[src/rtl/alu_arbiter.sv]
// Two-port arbiter sharing one external ALU: grant, issue register, per-port response slot.
// Define ALU_ARB_FIXED_PRIO_EN for fixed priority (port 0 wins ties); default is round-robin.
module alu_arbiter #(
    parameter int DATA_W = 16,
    parameter int CONT_W = 4
) (
    input  logic              clk,
    input  logic              rst_n,
    input  logic [1:0]        req_valid,
    output logic [1:0]        req_ready,
    input  logic [DATA_W-1:0] req_a0,
    input  logic [DATA_W-1:0] req_b0,
    input  logic [DATA_W-1:0] req_a1,
    input  logic [DATA_W-1:0] req_b1,
    input  logic [CONT_W-1:0] req_cont0,
    input  logic [CONT_W-1:0] req_cont1,
    output logic [1:0]        rsp_valid,
    input  logic [1:0]        rsp_ready,
    output logic [DATA_W-1:0] rsp_data0,
    output logic [DATA_W-1:0] rsp_data1,
    output logic              rsp_zero0,
    output logic              rsp_zero1,
    output logic [DATA_W-1:0] alu_in_a,
    output logic [DATA_W-1:0] alu_in_b,
    output logic [CONT_W-1:0] alu_cont,
    input  logic [DATA_W-1:0] alu_result,
    input  logic              alu_zero
);

    // Handshakes: a transfer happens on a rising edge where valid and ready are both high.
    // req_ready is combinational from req_valid and state; requesters hold valid independently.
    logic              iss_valid_q, iss_valid_d;
    logic              iss_owner_q, iss_owner_d;
    logic [DATA_W-1:0] iss_a_q, iss_a_d;
    logic [DATA_W-1:0] iss_b_q, iss_b_d;
    logic [CONT_W-1:0] iss_cont_q, iss_cont_d;
    logic [1:0]        rsp_valid_q, rsp_valid_d;
    logic [DATA_W-1:0] rsp_data0_q, rsp_data0_d;
    logic [DATA_W-1:0] rsp_data1_q, rsp_data1_d;
    logic              rsp_zero0_q, rsp_zero0_d;
    logic              rsp_zero1_q, rsp_zero1_d;
`ifndef ALU_ARB_FIXED_PRIO_EN
    logic              last_q, last_d;
`endif

    logic [1:0] elig;
    logic [1:0] grant;
    logic [1:0] wb;

    always_comb begin
        wb[0] = iss_valid_q && !iss_owner_q;
        wb[1] = iss_valid_q && iss_owner_q;
        elig[0] = req_valid[0] && !wb[0] && (!rsp_valid_q[0] || rsp_ready[0]);
        elig[1] = req_valid[1] && !wb[1] && (!rsp_valid_q[1] || rsp_ready[1]);

        grant = 2'b00;
        if (rst_n) begin
            if (elig == 2'b11) begin
`ifdef ALU_ARB_FIXED_PRIO_EN
                grant = 2'b01;
`else
                grant = last_q ? 2'b01 : 2'b10;
`endif
            end else begin
                grant = elig;
            end
        end
    end

    always_comb begin
        iss_valid_d = |grant;
        iss_owner_d = iss_owner_q;
        iss_a_d     = iss_a_q;
        iss_b_d     = iss_b_q;
        iss_cont_d  = iss_cont_q;
        if (grant[0]) begin
            iss_owner_d = 1'b0;
            iss_a_d     = req_a0;
            iss_b_d     = req_b0;
            iss_cont_d  = req_cont0;
        end else if (grant[1]) begin
            iss_owner_d = 1'b1;
            iss_a_d     = req_a1;
            iss_b_d     = req_b1;
            iss_cont_d  = req_cont1;
        end

        // A writeback landing in the same cycle as a handshake overwrites the slot and keeps it valid.
        rsp_valid_d = wb | (rsp_valid_q & ~rsp_ready);
        rsp_data0_d = wb[0] ? alu_result : rsp_data0_q;
        rsp_zero0_d = wb[0] ? alu_zero   : rsp_zero0_q;
        rsp_data1_d = wb[1] ? alu_result : rsp_data1_q;
        rsp_zero1_d = wb[1] ? alu_zero   : rsp_zero1_q;

`ifndef ALU_ARB_FIXED_PRIO_EN
        last_d = (|grant) ? grant[1] : last_q;
`endif
    end

    always_ff @(posedge clk or negedge rst_n) begin
        if (!rst_n) begin
            iss_valid_q <= 1'b0;
            iss_owner_q <= 1'b0;
            iss_a_q     <= '0;
            iss_b_q     <= '0;
            iss_cont_q  <= '0;
            rsp_valid_q <= 2'b00;
            rsp_data0_q <= '0;
            rsp_data1_q <= '0;
            rsp_zero0_q <= 1'b0;
            rsp_zero1_q <= 1'b0;
`ifndef ALU_ARB_FIXED_PRIO_EN
            last_q      <= 1'b1;
`endif
        end else begin
            iss_valid_q <= iss_valid_d;
            iss_owner_q <= iss_owner_d;
            iss_a_q     <= iss_a_d;
            iss_b_q     <= iss_b_d;
            iss_cont_q  <= iss_cont_d;
            rsp_valid_q <= rsp_valid_d;
            rsp_data0_q <= rsp_data0_d;
            rsp_data1_q <= rsp_data1_d;
            rsp_zero0_q <= rsp_zero0_d;
            rsp_zero1_q <= rsp_zero1_d;
`ifndef ALU_ARB_FIXED_PRIO_EN
            last_q      <= last_d;
`endif
        end
    end

    assign req_ready = grant;
    assign rsp_valid = rsp_valid_q;
    assign rsp_data0 = rsp_data0_q;
    assign rsp_data1 = rsp_data1_q;
    assign rsp_zero0 = rsp_zero0_q;
    assign rsp_zero1 = rsp_zero1_q;
    assign alu_in_a  = iss_a_q;
    assign alu_in_b  = iss_b_q;
    assign alu_cont  = iss_cont_q;

endmodule
[config.mk]
export PLATFORM = sky130hd
export DESIGN_NAME = alu_arbiter
export DESIGN_NICKNAME = d
export VERILOG_FILES = /design/src/rtl/alu_arbiter.sv
export SDC_FILE = /design/constraint.sdc
export NUM_CORES = 1
export LEC_CHECK = 0
export ABC_AREA = 1
export ABC_CLOCK_PERIOD_IN_PS = 2700
export CORE_MARGIN = 10
export CORE_UTILIZATION = 37
export DETAILED_ROUTE_END_ITERATION = 7
export DONT_BUFFER_PORTS = 1
export PLACE_DENSITY_LB_ADDON = 0.15
export SLEW_MARGIN = 20
export SYNTH_ARGS = -nofsm -noshare
export SYNTH_HDL_FRONTEND = slang
export SYNTH_SLANG_ARGS = --single-unit
[constraint.sdc]
create_clock -name clk -period 2.7 [get_ports clk]
set_input_delay 0.405 -clock clk [delete_from_list [all_inputs] [get_ports clk]]
set_output_delay 0.405 -clock clk [all_outputs]
set_load 0.02 [all_outputs]
After elaboration in Yosys (flattened, before gate mapping):

Index checks and enable logic that the tools add are counted.

* equal/unequal tests: 1
* muxes and demuxes: 11
* bitwise gates (word level): 3
* reductions and logical operators: 15

Operator list (count)
* 16-bit two-way mux: 4
* 4-bit two-way mux: 2
* 1-bit logical AND: 6
* 2-bit two-way mux: 3
* 1-bit logical NOT: 5
* 2-bit bitwise AND: 1
* 2-bit == test, second input constant: 1
* 1-bit logical OR: 2
* 1-bit two-way mux: 2
* 2-bit NOT: 1
* 2-bit bitwise OR: 1
* 2-bit nonzero test: 1
* 2-bit OR reduction: 1

* register bits: 75
* input port bits: 95
* output and inout port bits: 74
* logic and storage cells: 41

Logic depth before layout (Yosys ltp):

Gate-level depths: netlist (run 1).

* depth in word-level cells: 10
* depth in mapped cells: 9
* depth with buffers taken out: 8

Worst setup path before layout (run 1):

Ideal clock, no wire load.

* path type: reg-to-output
* from: register rsp_valid_q[0] (netlist: rsp_valid[0])
* to: output port req_ready[0]
* data arrival time: 1311 ps
* data required time: 2295 ps
* slack: 984 ps
* cell stages (with the launch flop): 7
* buffers on the path: 1
* cell sequence: dfrtp_1 nand2_1 nand3_4 nor2_8 nand2_4 buf_2 inv_1

* word-level cells in the longest chain between the ends: 6

Ends and longest elaborated chain
* start: declaration: line 37 `logic [1:0] rsp_valid_q, rsp_valid_d;`
* start signal: assignment: line 121 `rsp_valid_q <= rsp_valid_d;`
* 1-bit logical NOT *: line 53 `elig[0] = req_valid[0] && !wb[0] && (!rsp_valid_q[0] || rsp_ready[0]);`
* 1-bit logical OR *: line 53
* 1-bit logical AND *: line 53
* 2-bit == test: line 58 `if (elig == 2'b11) begin`
* 2-bit two-way mux *: line 58
* 2-bit two-way mux *: line 57 `if (rst_n) begin`
* end: declaration: line 10 `output logic [1:0] req_ready,`

Every way passes the cells marked *; elsewhere a longest branch is shown, timed or not.

Final worst setup path (run 1):

* from: register iss_valid_q
* to: output port req_ready[0]

* word-level cells in the longest chain between the ends: 7
* elaborated cells on any way between the ends: 11
* those cells by class: 1 x eq/ne; 2 x mux; 8 x reduce/logical

Ends and longest elaborated chain
* start: declaration: line 32 `logic iss_valid_q, iss_valid_d;`
* start signal: assignment: line 116 `iss_valid_q <= iss_valid_d;`
* 1-bit logical AND, on equally long branches: line 51, 52
* 1-bit logical NOT, on equally long branches: line 53, 54
* 1-bit logical AND, on equally long branches (2 in series): line 53, 54
* 2-bit == test: line 58
* 2-bit two-way mux *: line 58
* 2-bit two-way mux *: line 57

Marks and branches as above.

==> metrics.txt, run 1 <==
status=finished clean; Post-CTS Resized=0; Starting Density=38.02%; # setup viols final=0; row count=35; detailed-route wire length per cell=18.71 µm; Cell variety after synth=19; Root Driver=clkbuf_8; setup TNS=0 ps; slowest CP cell=dfrtp_1; Rel. slew slack=68.37%; CP Cell Sequence=nand2_4 -> nand3_4 -> nor2_8 -> nand2_4 -> inv_1; Hold Path Class=primary input to flip-flop; met2 Usage GRT=21.99%; Max Slew Vio Count=0; Seq/Total Area, Yosys=53.45%; CP most frequent cell=nand2_4; Max-Cap Viols=0; Setup Skew=12.58 ps; Post-DRT Antenna Nets=0; Post-synth EDFFs=0; Initial DRC Count=247; PnR Total Power=4.852 mW; IO Count=169; Syn Nets=521; Core ar.=9240 µm²; Layout Area Growth over Synthesis=11.25%; vias in the first global route=2,759; Leak=2.073 nW; post-synth design cell area=3513 µm²; CP arrival=1860 ps; crit start category=flip-flop; critical path peak fanout=37; largest net degree at the start of global routing=76; Placement Setup Slack=779.9 ps; CTS buffer count=9; H-tree depth=3; critical path type=flip-flop to output port; Min Hold Slack=193.2 ps; # diodes=0; met1 Usage GRT=17.87%; Ys Warns=0; Final Wtd Congestion=0.7462; worst vdd ir=0.0005594 V; final hold vios=0; period utilization=83.97%; Die Y=117.4 µm; Pwr per Cell Area=1241 nW/µm²; placed inst area=3598 µm²; Top Usage Layer GRT=met2; number of port buffers=0; final setup margin=432.9 ps; drt total wl=10.37 mm; first-pass GRT wire length=16.43 mm; CTS Buffer Depth=2; Syn Area/Cell=8.247 µm²; # DRC=0; antenna violations before repair=0; Overall Global Routing Usage=14.77%; CTS tree=done; via count=2,756; RSZ-0062 raised after global routing=no; CP Capture Type=output port; Crit path largest cell delay=420 ps; M3 GR Usage=8.249%; clk_lat worst skew=340 ps; DR vias/cell=4.975; DPL Wire Length=7.171 mm; FMAX=441.1 MHz; drt first pass iters=4; Post-Syn Instances=426; share of cells above drive strength 1=8.235%; Async S/R FF share, synth=100.0%; post-route minimum period=2267 ps; Die ar.=13,790 µm²; Clk pin slew, worst setup/hold paths=90 ps; worst-margin pin slew=472.8 ps; Final Non-Filler Cells=554; DIE WIDTH=117.4 µm; Final Util=42.30%; fin area=3909 µm²; FF+latch count, synth=75; top_reg_cell synth=dfrtp_1; grt ovf=0; clock sink count=75; dpl cells=536; nets=515; Data required, critical path=2300 ps
[path summary, 6_finish.rpt]
path / slack, ps / from / cells past startpoint / end
setup / recovery: 430 / iss_valid_q$_DFF_PN0_ / 5 / req_ready[0]
hold / removal: 190 / req_a1[10] / 2 / alu_in_a[10]$_DFFE_PN0P_
setup reg to reg: 850 / iss_valid_q$_DFF_PN0_ / 7 / alu_in_a[13]$_DFFE_PN0P_
hold reg to reg: 590 / last_q$_DFFE_PN1P_ / 2 / last_q$_DFFE_PN1P_
max in group asynchronous: 1760 / rst_n / 2 / rsp_data0[11]$_DFFE_PN0P_
min in group asynchronous: 620 / rst_n / 2 / rsp_zero1$_DFFE_PN0P_
[cell usage after synthesis (2+ instances only)]
library cell	count	area [µm²]
nand2_1	110	412.9
nand3_1	108	540.5
dfrtp_1	74	1852
inv_1	59	221.5
o21ai_0	36	180.2
buf_2	11	55.05
clkbuf_1	5	18.77
buf_1	4	15.01
buf_4	4	30.03
buf_6	2	22.52
nand2_2	2	12.51
nand2_4	2	22.52
nand4_4	2	42.54
nor2_1	2	7.510
[area by class of cell]
type | count | area (µm²)
fillers | 951 | 5331
flip-flops and latches | 75 | 1878
multi-input cells | 265 | 1269
inverters | 60 | 225.2
well taps | 129 | 161.4
clock inverters | 7 | 148.9
clock buffers | 9 | 123.9
repair buffers | 9 | 102.6
[state kept, by name (all words and copies together) (netlist names)]
signal and count:
rsp_zero1 1, iss_owner_q 1, alu_cont 4, alu_in_b 16
rsp_zero0 1, alu_in_a 16, last_q 1, rsp_data1 16
iss_valid_q 1, rsp_valid 2, rsp_data0 16
[repair_timing]
| item | in CTS | in global routing |
|---|---|---|
| endpoints found under the hold margin | 75 | 0 |
| setup buffers | 0 | 0 |
| hold buffers | 2 | 0 |
[per-layer routing]
| metal | share of wire [%] | wire, µm | vias up |
|---|---|---|---|
| li1 | - | - | 1341 |
| met1 | 41 | 4240 | 1269 |
| met2 | 45 | 4673 | 138 |
| met3 | 13 | 1352 | 8 |
| met4 | 0.96 | 100 | 0 |
| met5 | 0 | 0 | - |
[cell families (layout without fill, tap and decap cells)]
| logic type | Yosys count | after routing | synth area share, % |
|---|---|---|---|
| simple gates | 229 | 229 | 30.98 |
| compound gates | 36 | 36 | 5.128 |
| flops | 75 | 75 | 53.45 |
| buf+inv | 86 | 85 | 10.43 |
[power by group]
part           total, mW  internal, mW  switching (mW)  leakage (nW)
logic               1.03         0.378           0.654          1.03
clock network       1.15         0.717           0.437         0.136
registers           2.66          1.63            1.04         0.911
[worst max-delay path, delay by kind of cell, from the launching register on]
family,cells,cell delay (ps)
buf+inv,1,270
flops,1,420
simple gates,4,810
[cell usage in the layout, fill, tap and decap left out, drive strengths merged]
| cell | n |
|---|---|
| nand2 | 114 |
| nand3 | 109 |
| dfrtp | 74 |
| inv | 61 |
| o21ai | 36 |
| clkbuf | 9 |
| buf | 8 |
| bufinv | 4 |
| nand4 | 3 |
| nor2 | 3 |
| clkinv | 2 |
| dlygate4sd3 | 1 |
| dfstp | 1 |
(Power assumes the default switching activity.)
==> run 2, diff against run 1 <==
Settings changed: ABC_CLOCK_PERIOD_IN_PS 2700 to 1900.
Clock period 2.7 ns to 1.9 ns, I/O delays scaled along.
==> run 2 against run 1 <==
Against the previous run: the flow now finishes with violations (negative hold slack); routed wire length up 1.5%; highest routed layer unchanged; worst setup slack worse by 300 ps; clock power up 34%; sequential power up 41%; clock-buffer cell count unchanged.
==> metrics.txt, run 2 (synthesized netlist as in run 1, its figures left out) <==
Internal=3.794 mW; Rel. slew slack=75.27%; Logic pwr share=22.7%; crit start category=flip-flop; H-tree depth=3; CTS Buffer Depth=2; most frequent cells in the layout=nand2_1 (110), nand3_1 (108), dfrtp_1 (74); clk_lat worst skew=350 ps; Die ar.=13,790 µm²; Initial DRC Count=310; drt first pass iters=5; Die Y=117.4 µm; Max-Cap Viols=0; CTS buffer count=9; Starting Density=38.02%; Setup Skew=13.02 ps; switching pwr=3.056 mW; # diodes=0; failing checks=negative hold slack; commonest non-fill, non-tap cell in the layout=nand2_1; share of cells above drive strength 1=10.80%; CP Cell Sequence=nand2_1 -> nand3_4 -> nor2_8 -> nand2_4 -> inv_1; nets=525; DR vias/cell=4.918; status=complete, but fails checks; IO Count=169; clock share of power=22.4%; antenna violations before repair=0; vias in the first global route=2,730; placed inst area=3654 µm²; Final Wtd Congestion=0.7516; number of port buffers=0; RSZ-0062 raised after global routing=no; Overall Global Routing Usage=14.82%; critical path type=flip-flop to output port; slowest CP cell=dfrtp_1; Hold Path Class=primary input to asynchronous set/reset pin; DIE WIDTH=117.4 µm; worst vdd ir=0.0006564 V; first-pass GRT wire length=16.39 mm; Max Slew Vio Count=0; drt total wl=10.52 mm; # setup viols final=0; fin area=3931 µm²; Core ar.=9240 µm²; critical path peak fanout=9; row count=35; Pwr per Cell Area=1743 nW/µm²; Net Sw Frac=44.61%; Leak=2.093 nW; clock sink count=75; Min Hold Slack=-383.0 ps; CP arrival=1490 ps; post-route minimum period=1770 ps; detailed-route wire length per cell=18.65 µm; # DRC=0; Post-DRT Antenna Nets=0; CTS tree=done; Data required, critical path=1620 ps; largest net degree at the start of global routing=79; FMAX=564.8 MHz; DPL Wire Length=7.647 mm; final hold vios=75; grt ovf=0; via count=2,774; PnR Total Power=6.851 mW; Root Driver=clkbuf_8; worst-margin pin slew=371.0 ps; Clk pin slew, worst setup/hold paths=90 ps; period utilization=93.18%; CP Capture Type=output port; Crit path largest cell delay=390 ps; Flop pwr share=54.9%; setup TNS=0 ps; Layout Area Growth over Synthesis=11.89%
-- run 2: changes by cell type in the layout (fill, tap and decap cells not counted) --
cell           delta
bufinv_16         -1
inv_6             +2
clkinv_4          -1
nor2_4            +1
clkinvlp_4        +1
buf_16            -1
buf_12            -1
dlygate4sd3_1     -1
nor2_1            -1
buf_4            +13
inv_8             -1
-- run 2: path summary, 6_finish.rpt --
check                      depth (start not counted)                 endpoint                    from  slack (ps)
max in group asynchronous                          0       last_q$_DFFE_PN1P_                   rst_n        2080
min in group clk                                   2  alu_in_a[0]$_DFFE_PN0P_               req_a1[0]          60
setup reg to reg                                   6  alu_in_a[7]$_DFFE_PN0P_   iss_valid_q$_DFF_PN0_         400
hold / removal                                     0  alu_in_b[9]$_DFFE_PN0P_                   rst_n        -380
hold reg to reg                                    2       last_q$_DFFE_PN1P_      last_q$_DFFE_PN1P_         610
setup / recovery                                   5             req_ready[0]  rsp_valid[0]$_DFF_PN0_         130
-- run 2: what timing repair did --
action,4_1_cts,5_1_grt
pin swaps,0,1
cloned,0,0
gates resized for setup,1,1
hold endpoints to repair,75,75
endpoints found under the setup margin,1,2
setup buffers,0,3
-- run 2: layout make-up --
type	instances	area (µm²)
clock inverters	7	123.9
multi-input cells	265	1276
inverters	60	225.2
flip-flops and latches	75	1878
well taps	129	161.4
repair buffers	19	142.6
clock buffers	9	123.9
fillers	933	5309
-- run 2: power by group through the flow --
stage	registers (mW)	clock network [mW]	logic (mW)
after floorplan	3.59	0	1.22
after global placement	3.82	0	1.50
after detailed placement	3.82	0	1.55
after CTS	3.80	1.59	1.55
after global routing	3.87	1.65	1.83
final	3.76	1.54	1.55
-- run 2: critical path: cells and delay by family, from the launching register on --
family	cells	cell delay (ps)
buffers and inverters	1	180
DFF	1	390
and+or+nand+nor	4	570
-- run 2: through the flow --
step | hold slack (ps) | utilization [%] | worst slack, ps | cells
3_3_place_gp | -6.861 | 39.54 | 373.0 | 545
5_1_grt | -414.6 | 42.55 | 20.08 | 564
3_5_place_dp | -6.873 | 39.54 | 360.1 | 545
4_1_cts | -408.1 | 42.25 | 60.60 | 561
2_1_floorplan | -10.59 | - | 304.2 | 426
6_report | -383.0 | 42.55 | 129.6 | 564
-- run 2: routing by layer --
metal  track usage, %  vias up  wire length [µm]  share of wire (%)
met1            16.92     1274              4007                 38
met3            8.921       10              1427                 14
li1                 -     1368                 -                  -
met4            4.147        0               122                1.2
met5                0        -                 0                  0
met2            22.76      122              4960                 47
